### config.mk
export PLATFORM = sky130hd
export DESIGN_NAME = lcd_ctrl
export DESIGN_NICKNAME = d
export VERILOG_FILES = /design/src/rtl/lcd_ctrl.sv
export SDC_FILE = /design/constraint.sdc
export NUM_CORES = 1
export LEC_CHECK = 0
export ABC_AREA = 1
export CAP_MARGIN = 10
export CORE_UTILIZATION = 55
export DETAILED_ROUTE_END_ITERATION = 10
export PLACE_DENSITY = 0.75
export SETUP_SLACK_MARGIN = 0.4
export SYNTH_ARGS = -nofsm -noshare
export SYNTH_HDL_FRONTEND = slang
export SYNTH_SLANG_ARGS = --single-unit
### constraint.sdc
create_clock -name i_clk -period 2.2 [get_ports i_clk]
set_input_delay 0.44 -clock i_clk [delete_from_list [all_inputs] [get_ports i_clk]]
set_output_delay 0.44 -clock i_clk [all_outputs]
set_load 0.1 [all_outputs]
### src/rtl/lcd_ctrl.sv
// HD44780-style LCD write controller: 4-deep request FIFO, power-up init
// sequence, and a SETUP/EN_HI/HOLD/WAIT timing engine with exact cycle counts.
module lcd_ctrl #(
    parameter int TSU_CYC  = 2,
    parameter int TEN_CYC  = 12,
    parameter int THD_CYC  = 2,
    parameter int TCMD_CYC = 2000,
    parameter int TCLR_CYC = 82000,
    parameter int TPWR_CYC = 750000
) (
    input  logic       i_clk,
    input  logic       i_rstn,
    input  logic       i_req_vld,
    input  logic       i_req_rs,
    input  logic [7:0] i_req_data,
    output logic       o_req_rdy,
    output logic       o_busy,
    output logic       o_init_done,
    output logic       o_lcd_on,
    output logic       o_lcd_en,
    output logic       o_lcd_rs,
    output logic       o_lcd_rw,
    output logic [7:0] o_lcd_data
);

    localparam int MAX_A = (TSU_CYC > TEN_CYC) ? TSU_CYC : TEN_CYC;
    localparam int MAX_B = (THD_CYC > TCMD_CYC) ? THD_CYC : TCMD_CYC;
    localparam int MAX_C = (TCLR_CYC > TPWR_CYC) ? TCLR_CYC : TPWR_CYC;
    localparam int MAX_AB = (MAX_A > MAX_B) ? MAX_A : MAX_B;
    localparam int MAX_P = (MAX_AB > MAX_C) ? MAX_AB : MAX_C;
    localparam int CNT_W = ($clog2(MAX_P + 1) > 20) ? $clog2(MAX_P + 1) : 20;

    typedef enum logic [2:0] {
        S_PWR,
        S_IDLE,
        S_SETUP,
        S_EN_HI,
        S_HOLD,
        S_WAIT
    } state_t;

    state_t             state_q, state_d;
    logic [CNT_W-1:0]   cnt_q, cnt_d;
    logic [1:0]         idx_q, idx_d;
    logic               init_done_q, init_done_d;
    logic               en_q, en_d;
    logic               rs_q, rs_d;
    logic [7:0]         data_q, data_d;
    logic               on_q, on_d;
    logic [3:0][8:0]    mem_q, mem_d;
    logic [1:0]         wr_ptr_q, wr_ptr_d;
    logic [1:0]         rd_ptr_q, rd_ptr_d;
    logic [2:0]         count_q, count_d;

    logic               fifo_full;
    logic               fifo_empty;
    logic               push;
    logic               pop;
    logic [8:0]         head;

    function automatic logic [7:0] init_cmd(input logic [1:0] idx);
        case (idx)
            2'd0:    return 8'h38;
            2'd1:    return 8'h0C;
            2'd2:    return 8'h01;
            default: return 8'h06;
        endcase
    endfunction

    // Clear display / return home need the long post-command wait.
    function automatic logic is_clear(input logic rs, input logic [7:0] d);
        return !rs && (d == 8'h01 || d == 8'h02 || d == 8'h03);
    endfunction

    function automatic logic at_last(input logic [CNT_W-1:0] c, input int len);
        return c == CNT_W'(len - 1);
    endfunction

    assign fifo_full  = (count_q == 3'd4);
    assign fifo_empty = (count_q == 3'd0);
    assign push       = i_req_vld && !fifo_full;
    assign pop        = (state_q == S_IDLE) && init_done_q && !fifo_empty;
    assign head       = mem_q[rd_ptr_q];

    always_comb begin
        mem_d    = mem_q;
        wr_ptr_d = wr_ptr_q;
        rd_ptr_d = rd_ptr_q;
        count_d  = count_q;
        if (push) begin
            mem_d[wr_ptr_q] = {i_req_rs, i_req_data};
            wr_ptr_d        = wr_ptr_q + 2'd1;
        end
        if (pop) begin
            rd_ptr_d = rd_ptr_q + 2'd1;
        end
        case ({push, pop})
            2'b10:   count_d = count_q + 3'd1;
            2'b01:   count_d = count_q - 3'd1;
            default: count_d = count_q;
        endcase
    end

    always_comb begin
        state_d     = state_q;
        cnt_d       = cnt_q + CNT_W'(1);
        idx_d       = idx_q;
        init_done_d = init_done_q;
        en_d        = en_q;
        rs_d        = rs_q;
        data_d      = data_q;
        on_d        = 1'b1;
        case (state_q)
            S_PWR: begin
                if (at_last(cnt_q, TPWR_CYC)) begin
                    state_d = S_SETUP;
                    cnt_d   = '0;
                    idx_d   = 2'd0;
                    rs_d    = 1'b0;
                    data_d  = init_cmd(2'd0);
                end
            end
            S_IDLE: begin
                cnt_d = '0;
                if (pop) begin
                    state_d = S_SETUP;
                    rs_d    = head[8];
                    data_d  = head[7:0];
                end
            end
            S_SETUP: begin
                if (at_last(cnt_q, TSU_CYC)) begin
                    state_d = S_EN_HI;
                    cnt_d   = '0;
                    en_d    = 1'b1;
                end
            end
            S_EN_HI: begin
                if (at_last(cnt_q, TEN_CYC)) begin
                    state_d = S_HOLD;
                    cnt_d   = '0;
                    en_d    = 1'b0;
                end
            end
            S_HOLD: begin
                if (at_last(cnt_q, THD_CYC)) begin
                    state_d = S_WAIT;
                    cnt_d   = '0;
                end
            end
            S_WAIT: begin
                if (at_last(cnt_q, is_clear(rs_q, data_q) ? TCLR_CYC : TCMD_CYC)) begin
                    cnt_d = '0;
                    // During init the next command goes straight to SETUP.
                    if (init_done_q) begin
                        state_d = S_IDLE;
                    end else if (idx_q == 2'd3) begin
                        state_d     = S_IDLE;
                        init_done_d = 1'b1;
                    end else begin
                        state_d = S_SETUP;
                        idx_d   = idx_q + 2'd1;
                        rs_d    = 1'b0;
                        data_d  = init_cmd(idx_q + 2'd1);
                    end
                end
            end
            default: begin
                state_d = S_PWR;
                cnt_d   = '0;
            end
        endcase
    end

    always_ff @(posedge i_clk) begin
        if (!i_rstn) begin
            state_q     <= S_PWR;
            cnt_q       <= '0;
            idx_q       <= 2'd0;
            init_done_q <= 1'b0;
            en_q        <= 1'b0;
            rs_q        <= 1'b0;
            data_q      <= 8'h00;
            on_q        <= 1'b0;
            wr_ptr_q    <= 2'd0;
            rd_ptr_q    <= 2'd0;
            count_q     <= 3'd0;
        end else begin
            state_q     <= state_d;
            cnt_q       <= cnt_d;
            idx_q       <= idx_d;
            init_done_q <= init_done_d;
            en_q        <= en_d;
            rs_q        <= rs_d;
            data_q      <= data_d;
            on_q        <= on_d;
            wr_ptr_q    <= wr_ptr_d;
            rd_ptr_q    <= rd_ptr_d;
            count_q     <= count_d;
        end
    end

    // FIFO storage carries no reset; the pointers alone define validity.
    always_ff @(posedge i_clk) begin
        mem_q <= mem_d;
    end

    assign o_req_rdy   = !fifo_full;
    assign o_busy      = (state_q != S_IDLE) || !fifo_empty;
    assign o_init_done = init_done_q;
    assign o_lcd_on    = on_q;
    assign o_lcd_en    = en_q;
    assign o_lcd_rs    = rs_q;
    assign o_lcd_rw    = 1'b0;
    assign o_lcd_data  = data_q;

endmodule

## After elaboration in Yosys (flattened, before gate mapping)

Index checks and enable logic that the tools add are counted.

| storage, ports and cells | value |
|---|---|
| register bits | 80 |
| bits in latches | 0 |
| memory bits (writable) | 0 |
| memory bits (read-only) | 0 |
| input port bits | 12 |
| logic and storage cells | 121 |
| memories | 0 |

| operators by class | value |
|---|---|
| $add $sub $neg | 7 |
| multiply operators | 0 |
| divide/modulo/power cells | 0 |
| magnitude comparators | 3 |
| eq/ne operators | 27 |
| shift-type cells | 0 |
| multiplexer cells | 45 |
| bitwise operators | 0 |
| reduce and logical (&&, ||, !) cells | 24 |

Operator list:

| operator | count |
|---|---|
| $mux W20 | 4 |
| $pmux W20 S4 | 1 |
| $mux W8 | 5 |
| $bwmux W36 | 1 |
| $pmux W8 S3 | 1 |
| $add A20 B1 Y20 const B | 1 |
| $eq A20 B1 Y1 const B | 1 |
| $eq A20 B20 Y1 | 1 |
| $eq A20 B20 Y1 const B | 1 |
| $eq A20 B4 Y1 const B | 1 |
| $bmux W9 S2 | 1 |
| $demux W9 S2 | 1 |
| $mux W3 | 6 |
| $mux W9 | 2 |
| $pmux W3 S6 | 1 |
| $pmux W6 S3 | 1 |
| $sub A17 B1 Y18 const B | 1 |
| $mux W17 | 1 |
| $eq A8 B2 Y1 const B | 2 |
| $ne A2 B2 Y1 const B | 8 |
| $mux W2 | 6 |
| $reduce_and A6 Y1 | 2 |
| $mux W1 | 10 |
| $eq A3 B3 Y1 const B | 3 |
| 26 further kinds | 44 |

## Logic depth before layout (Yosys ltp)

Gate-level depths: netlist (run 1).

| depth | value |
|---|---|
| depth in word-level cells | 9 |
| gate-level depth with buffers | 14 |
| depth with buffers taken out | 13 |

## Worst setup path after synthesis (run 1)

OpenSTA, ideal clock, no wires.

| timing path | value |
|---|---|
| path kind | flip-flop to flip-flop |
| from | register count_q[0] |
| to | register count_q[2] |
| data arrival time | 2.738 ns |
| data required time | 2.078 ns |
| setup slack | -0.661 ns |
| stages on the path, launching flop included | 11 |
| clock period less this slack | 2.861 ns |
| cell sequence | dfxtp_1 > inv_1 > nand3_1 > nand2_1 > ha_1 > inv_1 > fa_1 > a21oi_1 > o21ai_0 > o21ai_0 > a21oi_1 |

| between the ends | value |
|---|---|
| word-level cells in the longest chain between the ends | 5 |
| elaborated cells between the ends (all ways) | 12 |

RTL lines:

| element | RTL line | source |
|---|---|---|
| start: declaration | 53 | `logic [2:0] count_q, count_d;` |
| start signal: assignment | 199 | `count_q <= count_d;` |
| $eq A3 B3 Y1 * | 79 | `assign fifo_full = (count_q == 3'd4);` |
| $logic_not A1 Y1 * | -- |  |
| net o_req_rdy | 16 | `output logic o_req_rdy,` |
| $logic_and A1 B1 Y1 * | 81 | `assign push = i_req_vld && !fifo_full;` |
| $eq A2 B1 Y1 / $eq A2 B2 Y1 (equally long branches) | 97 | `case ({push, pop})` |
| $pmux W3 S2 / $reduce_bool A2 Y1 (equally long branches) | -- |  |

Mark *: on every way through the listed nets, which the timed path passes. The rest lies on a longest branch.
A chain may end at the register's enable or synchronous reset.

## Worst setup path after layout (run 1)

| timing path | value |
|---|---|
| from | register state_q[1] |
| to | output port o_busy |

| between the ends | value |
|---|---|
| word-level cells in the longest chain between the ends | 2 |

RTL lines:

| element | RTL line | source |
|---|---|---|
| start: declaration | 42 | `state_t state_q, state_d;` |
| start signal: assignment | 189 | `state_q <= state_d;` |
| $ne A3 B1 Y1 | 209 | `assign o_busy = (state_q != S_IDLE) \|\| !fifo_empty;` |
| $logic_or A1 B1 Y1 | 209 |  |
| end: declaration | 17 | `output logic o_busy,` |

Every way passes these cells.

==> results of run 1 <==
-- cells in the final DEF, fill, tap and decap left out, types with 14 or more instances in the layout --
cell,synthesis,final
nor2_1,68,62
a21oi_1,15,14
nand2_1,102,92
nand3_1,47,44
buf_4,2,35
dfxtp_1,44,22
nor2_2,10,15
inv_1,71,63
edfxtp_1,36,36
dfxtp_2,0,18
o21ai_0,17,15
-- worst max path at each step --
stage	start	endpoint	slack (ns)	cells past startpoint
after floorplan	state_q[1]	o_busy	0.09	5
after global placement	i_req_vld	count_q[2]	0.12	9
after detailed placement	i_req_vld	count_q[2]	0.06	9
after CTS	state_q[1]	o_busy	0.38	6
after global routing	state_q[1]	count_q[2]	0.28	12
final	state_q[1]	o_busy	0.36	6
-- metal layers --
metal | vias to the layer above | GRT usage [%]
met3 | 15 | 5.00
met5 | - | 0
met2 | 65 | 42.8
li1 | 1672 | -
met4 | 0 | 9.39
met1 | 1521 | 24.1
-- critical path: stages, from the launching register on --
cell and delay [ns]:
dfxtp_4 0.36, inv_6 0.06, nand2_8 0.05, nor2_4 0.12
buf_6 0.11, nand4_1 0.13, buf_12 0.21
-- cell families (layout without fill, tap and decap cells) --
logic type,count (synthesis),count (layout)
AND/OR/NAND/NOR,266,268
buffers and inverters,88,140
flip-flops,80,80
AO/OA/AOI/OAI,38,38
adder cells (fa/ha/maj),12,12
XOR/XNOR,12,12
other,1,1
-- registers in the layout, indices dropped and copies added (netlist names) --
name,flops
rd_ptr_q,2
count_q,3
o_lcd_on,1
mem_q,36
idx_q,2
o_lcd_en,1
wr_ptr_q,2
o_lcd_data,8
o_init_done,1
state_q,3
o_lcd_rs,1
cnt_q,20
-- power breakdown --
group / switching (mW) / internal, mW
combinational: 0.105 / 0.0692
sequential: 0.0185 / 1.59
clock: 0.596 / 0.665
total: 0.719 / 2.33
-- what timing repair did --
item	in CTS	in global routing
buffers inserted	9	7
pin swaps	2	18
gates resized for setup	14	47
endpoints found under the setup margin	33	36
cloned	0	2
-- stage by stage --
| step | setup WS [ns] | hold slack, ns | power, mW |
|---|---|---|---|
| global placement | 0.125 | 0.447 | 1.80 |
| detailed placement | 0.0612 | 0.459 | 1.81 |
| global route | 0.284 | 0.512 | 3.14 |
| finish | 0.358 | 0.467 | 3.05 |
| CTS | 0.377 | 0.441 | 3.06 |
| floorplan | 0.0929 | 0.434 | 1.75 |
-- cells in the mapped netlist (3+ instances only) --
| cell | instances |
|---|---|
| nand3_1 | 47 |
| nor2_1 | 68 |
| xor2_1 | 9 |
| nand2_2 | 8 |
| inv_1 | 71 |
| clkbuf_1 | 6 |
| nand3_2 | 3 |
| a21oi_1 | 15 |
| nand4_1 | 6 |
| xnor2_1 | 3 |
| nor3b_1 | 3 |
| nor3_1 | 6 |
| or2_2 | 3 |
| inv_2 | 4 |
| dfxtp_1 | 44 |
| nand2_1 | 102 |
| nor2_2 | 10 |
| o21ai_0 | 17 |
| edfxtp_1 | 36 |
| ha_1 | 11 |
-- cell type report --
cell class                 instances  share of cell area (%)
clock buffer                       9                    2.49
clock inverter                     7                    2.19
inverter                          75                    5.88
multi-input combinational        331                    38.4
sequential                        80                    40.2
tap                               96                    2.41
timing repair buffer              49                    8.52
==> key figures, run 1 <==
Clock network
  • CTS tree: done
  • Clk_lat worst skew: 0.36 ns
  • H-tree lvl count: 3
  • CTS Sinks: 80
  • Hold_buf cts: 0
  • Reg clk slew, reported paths: 0.08 ns
  • Clock Path Buffers: 2
  • Inserted Clock Buffers: 9
  • Root buffer cell: clkbuf_8

Synthesis
  • Synth cell types: 41
  • Adder-cell share of the synthesized area: 3.90%
  • Synth area leaders: edfxtp_1 27%, dfxtp_1 22%, nand2_1 9.5%, inv_1 6.6%, nor2_1 6.3%
  • Synth Area in XOR/XNOR: 2.60%
  • Mux share of post-synthesis cell area: 0%
  • Cell taking the most area after synthesis: edfxtp_1
  • Post-synth ARST share: 0%
  • Synthesized area per cell: 8.14 sq um
  • Synth Area in Simple Gates: 30.6%
  • Seq/Total Area, Yosys: 48.5%
  • EDFF count, synth: 36
  • Post-synth top flop: dfxtp_1
  • Register bit count reported by yosys: 80
  • Syn Inst Count: 497
  • Synth warn: 0
  • Combinational family with the most area after synthesis: simple AND/OR/NAND/NOR gates
  • Compound-cell area share of the yosys netlist: 5.10%
  • Syn Nets: 521
  • Post-synth top area share: 26.7%
  • Synthesized area: 0.00405 sq mm

Route
  • Post-route ant nets: 0
  • DRT Wirelength: 8340 um
  • Drt wl/cell: 12.9 um
  • Routed vias: 3,273
  • DR WL met3: 327 um
  • Initial detailed-routing violation count: 162
  • Post-DR vias/cell: 5.06
  • DR top layer: met4
  • Wl on met1: 3320 um
  • First-pass DRT Iterations: 4
  • DRC viols: 0
  • DR WL met2: 4550 um

Global routing
  • Vias in the first global route: 3,088
  • Remaining Overflow, GRT: 0
  • Initial antenna violation count: 0
  • Global-route wire length before repair: 13,300 um
  • Global Route Usage Sum: 22.6%
  • Largest net degree at the start of global routing: 25

Power
  • Maximum VDD drop: 0.000476 V
  • Pleak: 2.05 nW
  • Power density cells: 612 mW/mm^2

Placement
  • Placer congestion estimate: 0.874
  • Post-DP Area: 0.00441 sq mm
  • Dpl cells: 613
  • IO Port Bufs: 25
  • HPWL after DPL: 5500 um

Die
  • # IOs: 27
  • Die H: 87.8 um
  • Width of the die: 87.8 um
  • Initial Utilization: 58.3%
  • Floorplan row count: 30
  • Die area: 0.00770 sq mm
  • Core area: 0.00694 sq mm

Worst setup path
  • R2R Setup Slk: 0.37 ns
  • Crit Path Max Fanout: 2
  • WS Path Type: flip-flop to primary output
  • R2R depth: 12
  • Worst setup EP type: primary output
  • Reg2reg start: state_q[1]
  • RR Endpoint: count_q[2]
  • Worst EP arrival: 1.40 ns
  • Startpoint Class: flip-flop
  • WP data required: 1.76 ns

Layout
  • Area growth, synth to finish: 23.1%
  • Fin util: 71.7%
  • Fin cells: 647
  • Final nets: 570
  • Ant. Diodes: 0
  • Area of the multi-input gates: 0.00191 sq mm
  • Reg area: 0.00200 sq mm
  • Design area: 0.00498 sq mm
  • Fraction of layout cells with a size suffix above 1: 26.9%
  • Fill cell count: 545

Timing
  • Final count of negative-setup-slack endpoints: 0
  • RSZ-0062 raised after global routing: true
  • Fin crit period: 1.84 ns
  • Fin Clk Skew: 0.0124 ns
  • Setup TNS: 0 ns
  • Max Freq: 543 MHz
  • Slew Limit Fails: 0
  • Final period util: 83.7%
  • Final Hold Fails: 0

Min path
  • Hold worst-path end: o_lcd_en
  • Hold Path Depth: 2
  • HP Start: o_lcd_en
  • Min-delay worst type: flip-flop to flip-flop

Run
  • Max cap viols: 0

Run status
  • Outcome: completed
(Power assumes the default switching activity.)
==> run 2, diff against run 1 <==
==> constraint.sdc (replaced) <==
create_clock -name i_clk -period 1.9 [get_ports i_clk]
set_input_delay 0.38 -clock i_clk [delete_from_list [all_inputs] [get_ports i_clk]]
set_output_delay 0.38 -clock i_clk [all_outputs]
set_load 0.1 [all_outputs]
==> run 2 against run 1 <==
Net effect: combinational power is 51% higher; register-to-register slack lost 0.24 ns; via count rose by 8.2%; core utilization grew 9.8 points; critical path type is now flip-flop to flip-flop.
==> key figures, run 2 (synthesis results as in run 1) <==
Run status
  • Outcome: completed

Worst setup path
  • Crit Path Max Fanout: 7
  • WP data required: 2.16 ns
  • Startpoint Class: flip-flop
  • Worst setup EP type: flip-flop
  • WS Path Type: flip-flop to flip-flop
  • Worst EP arrival: 2.03 ns

Placement
  • HPWL after DPL: 5800 um
  • Placer congestion estimate: 0.811
  • IO Port Bufs: 25

Route
  • Routed vias: 3,541
  • Post-route ant nets: 0
  • DRT Wirelength: 9910 um
  • Post-DR vias/cell: 5.22
  • Initial detailed-routing violation count: 204
  • DRC viols: 0
  • First-pass DRT Iterations: 4
  • Drt wl/cell: 14.6 um

Clock network
  • CTS tree: done
  • Clock Path Buffers: 2
  • Reg clk slew, reported paths: 0.09 ns
  • Inserted Clock Buffers: 9
  • H-tree lvl count: 3
  • Clk_lat worst skew: 0.36 ns
  • CTS Sinks: 80
  • Root buffer cell: clkbuf_8

Layout
  • Ant. Diodes: 0
  • Largest Register: mem_q
  • Fraction of layout cells with a size suffix above 1: 40.9%
  • Max reg flops: 36
  • Commonest cells after routing, fill and taps aside: 87 x nand2_1, 61 x inv_1, 48 x buf_4, 41 x nor2_1, 36 x edfxtp_1
  • Commonest non-fill, non-tap cell in the layout: nand2_1
  • Final nets: 601
  • Area growth, synth to finish: 39.9%
  • Fin util: 81.5%

Power
  • Maximum VDD drop: 0.000588 V
  • Pleak: 2.31 nW
  • Clk network pwr share: 40.9%
  • Reg power frac: 51.7%
  • P_int: 2.71 mW
  • Switching pwr: 0.861 mW
  • Net Sw Frac: 24.1%
  • Comb pwr share: 7.4%
  • Power density cells: 630 mW/mm^2

Global routing
  • Global Route Usage Sum: 25.3%
  • Largest net degree at the start of global routing: 25
  • Global-route wire length before repair: 14,800 um
  • Remaining Overflow, GRT: 0
  • Initial antenna violation count: 0
  • Vias in the first global route: 3,327

Die
  • Initial Utilization: 58.3%
  • Die H: 87.8 um
  • Core area: 0.00694 sq mm
  • Die area: 0.00770 sq mm
  • Width of the die: 87.8 um
  • Floorplan row count: 30
  • # IOs: 27

Timing
  • Hold slack: 0.463 ns
  • Final count of negative-setup-slack endpoints: 0
  • RSZ-0062 raised after global routing: true
  • Fin crit period: 1.77 ns
  • Fin Clk Skew: 0.00972 ns
  • Final Hold Fails: 0
  • Final period util: 93.3%
  • Max Freq: 564 MHz
  • Slew Limit Fails: 0

Run
  • Max cap viols: 0

Min path
  • Min-delay worst type: flip-flop to flip-flop
run 2: changes by cell type in the layout (fill, tap and decap cells not counted), sizes merged:
cell,before,now
buf,38,71
nand2,114,112
run 2: worst paths after layout:
path	slack (ns)	cells past startpoint	to	startpoint
max	0.13	11	o_lcd_data[1]	cnt_q[1]
min	0.46	1	count_q[0]	count_q[0]
max reg2reg	0.13	11	o_lcd_data[1]	cnt_q[1]
min reg2reg	0.46	1	count_q[0]	count_q[0]
run 2: timing repair:
item / 4_1_cts / 5_1_grt
pin swaps: 24 / 31
hold buffers: 0 / 0
gates cloned: 1 / 0
hold endpoints to repair: 0 / 0
gates resized for setup: 50 / 73
endpoints found under the setup margin: 38 / 39
buffers inserted: 20 / 14
run 2: final cells by class:
type                    instances  area [sq um]
well taps                      96           120
inverters                      75           293
clock buffers                   9           124
flip-flops and latches         80          2040
clock inverters                 7           106
multi-input cells             329          2140
fillers                       421          1280
repair buffers                 82           833
run 2: metal layers:
metal	vias up	wire (um)	GRT usage [%]
met5	-	0	0
met4	0	338	10.4
met3	37	338	6.13
met2	94	5440	46.6
met1	1676	3790	27.6
li1	1734	-	-
run 2: power by group through the flow:
stage	logic (mW)	registers (mW)	clock network, mW
floorplan	0.118	1.90	0
global placement	0.204	1.89	0
detailed placement	0.208	1.90	0
CTS	0.249	1.85	1.47
global route	0.287	1.85	1.55
finish	0.263	1.85	1.46
run 2: stage by stage:
stage	total power, mW	setup slack [ns]	instances	setup TNS [ns]	cell area, sq um
after detailed placement	2.10	-0.196	627	-0.196	4720
after global placement	2.10	-0.0993	627	-0.0993	4720
after floorplan	2.02	-0.147	497	-0.260	4220
after global routing	3.68	0.0254	678	0	5660
final	3.57	0.127	678	0	5660
after CTS	3.57	0.126	664	0	5310
run 2: critical path, cell delays in order, from the launching register on:
cell	delay [ns]
dfxtp_4	0.38
ha_4	0.16
nand3_4	0.09
inv_2	0.10
nand4_1	0.11
nor2_2	0.16
nand4_1	0.15
nand2_4	0.18
buf_12	0.15
nand3_2	0.07
nand2_1	0.07
nor2_1	0.04
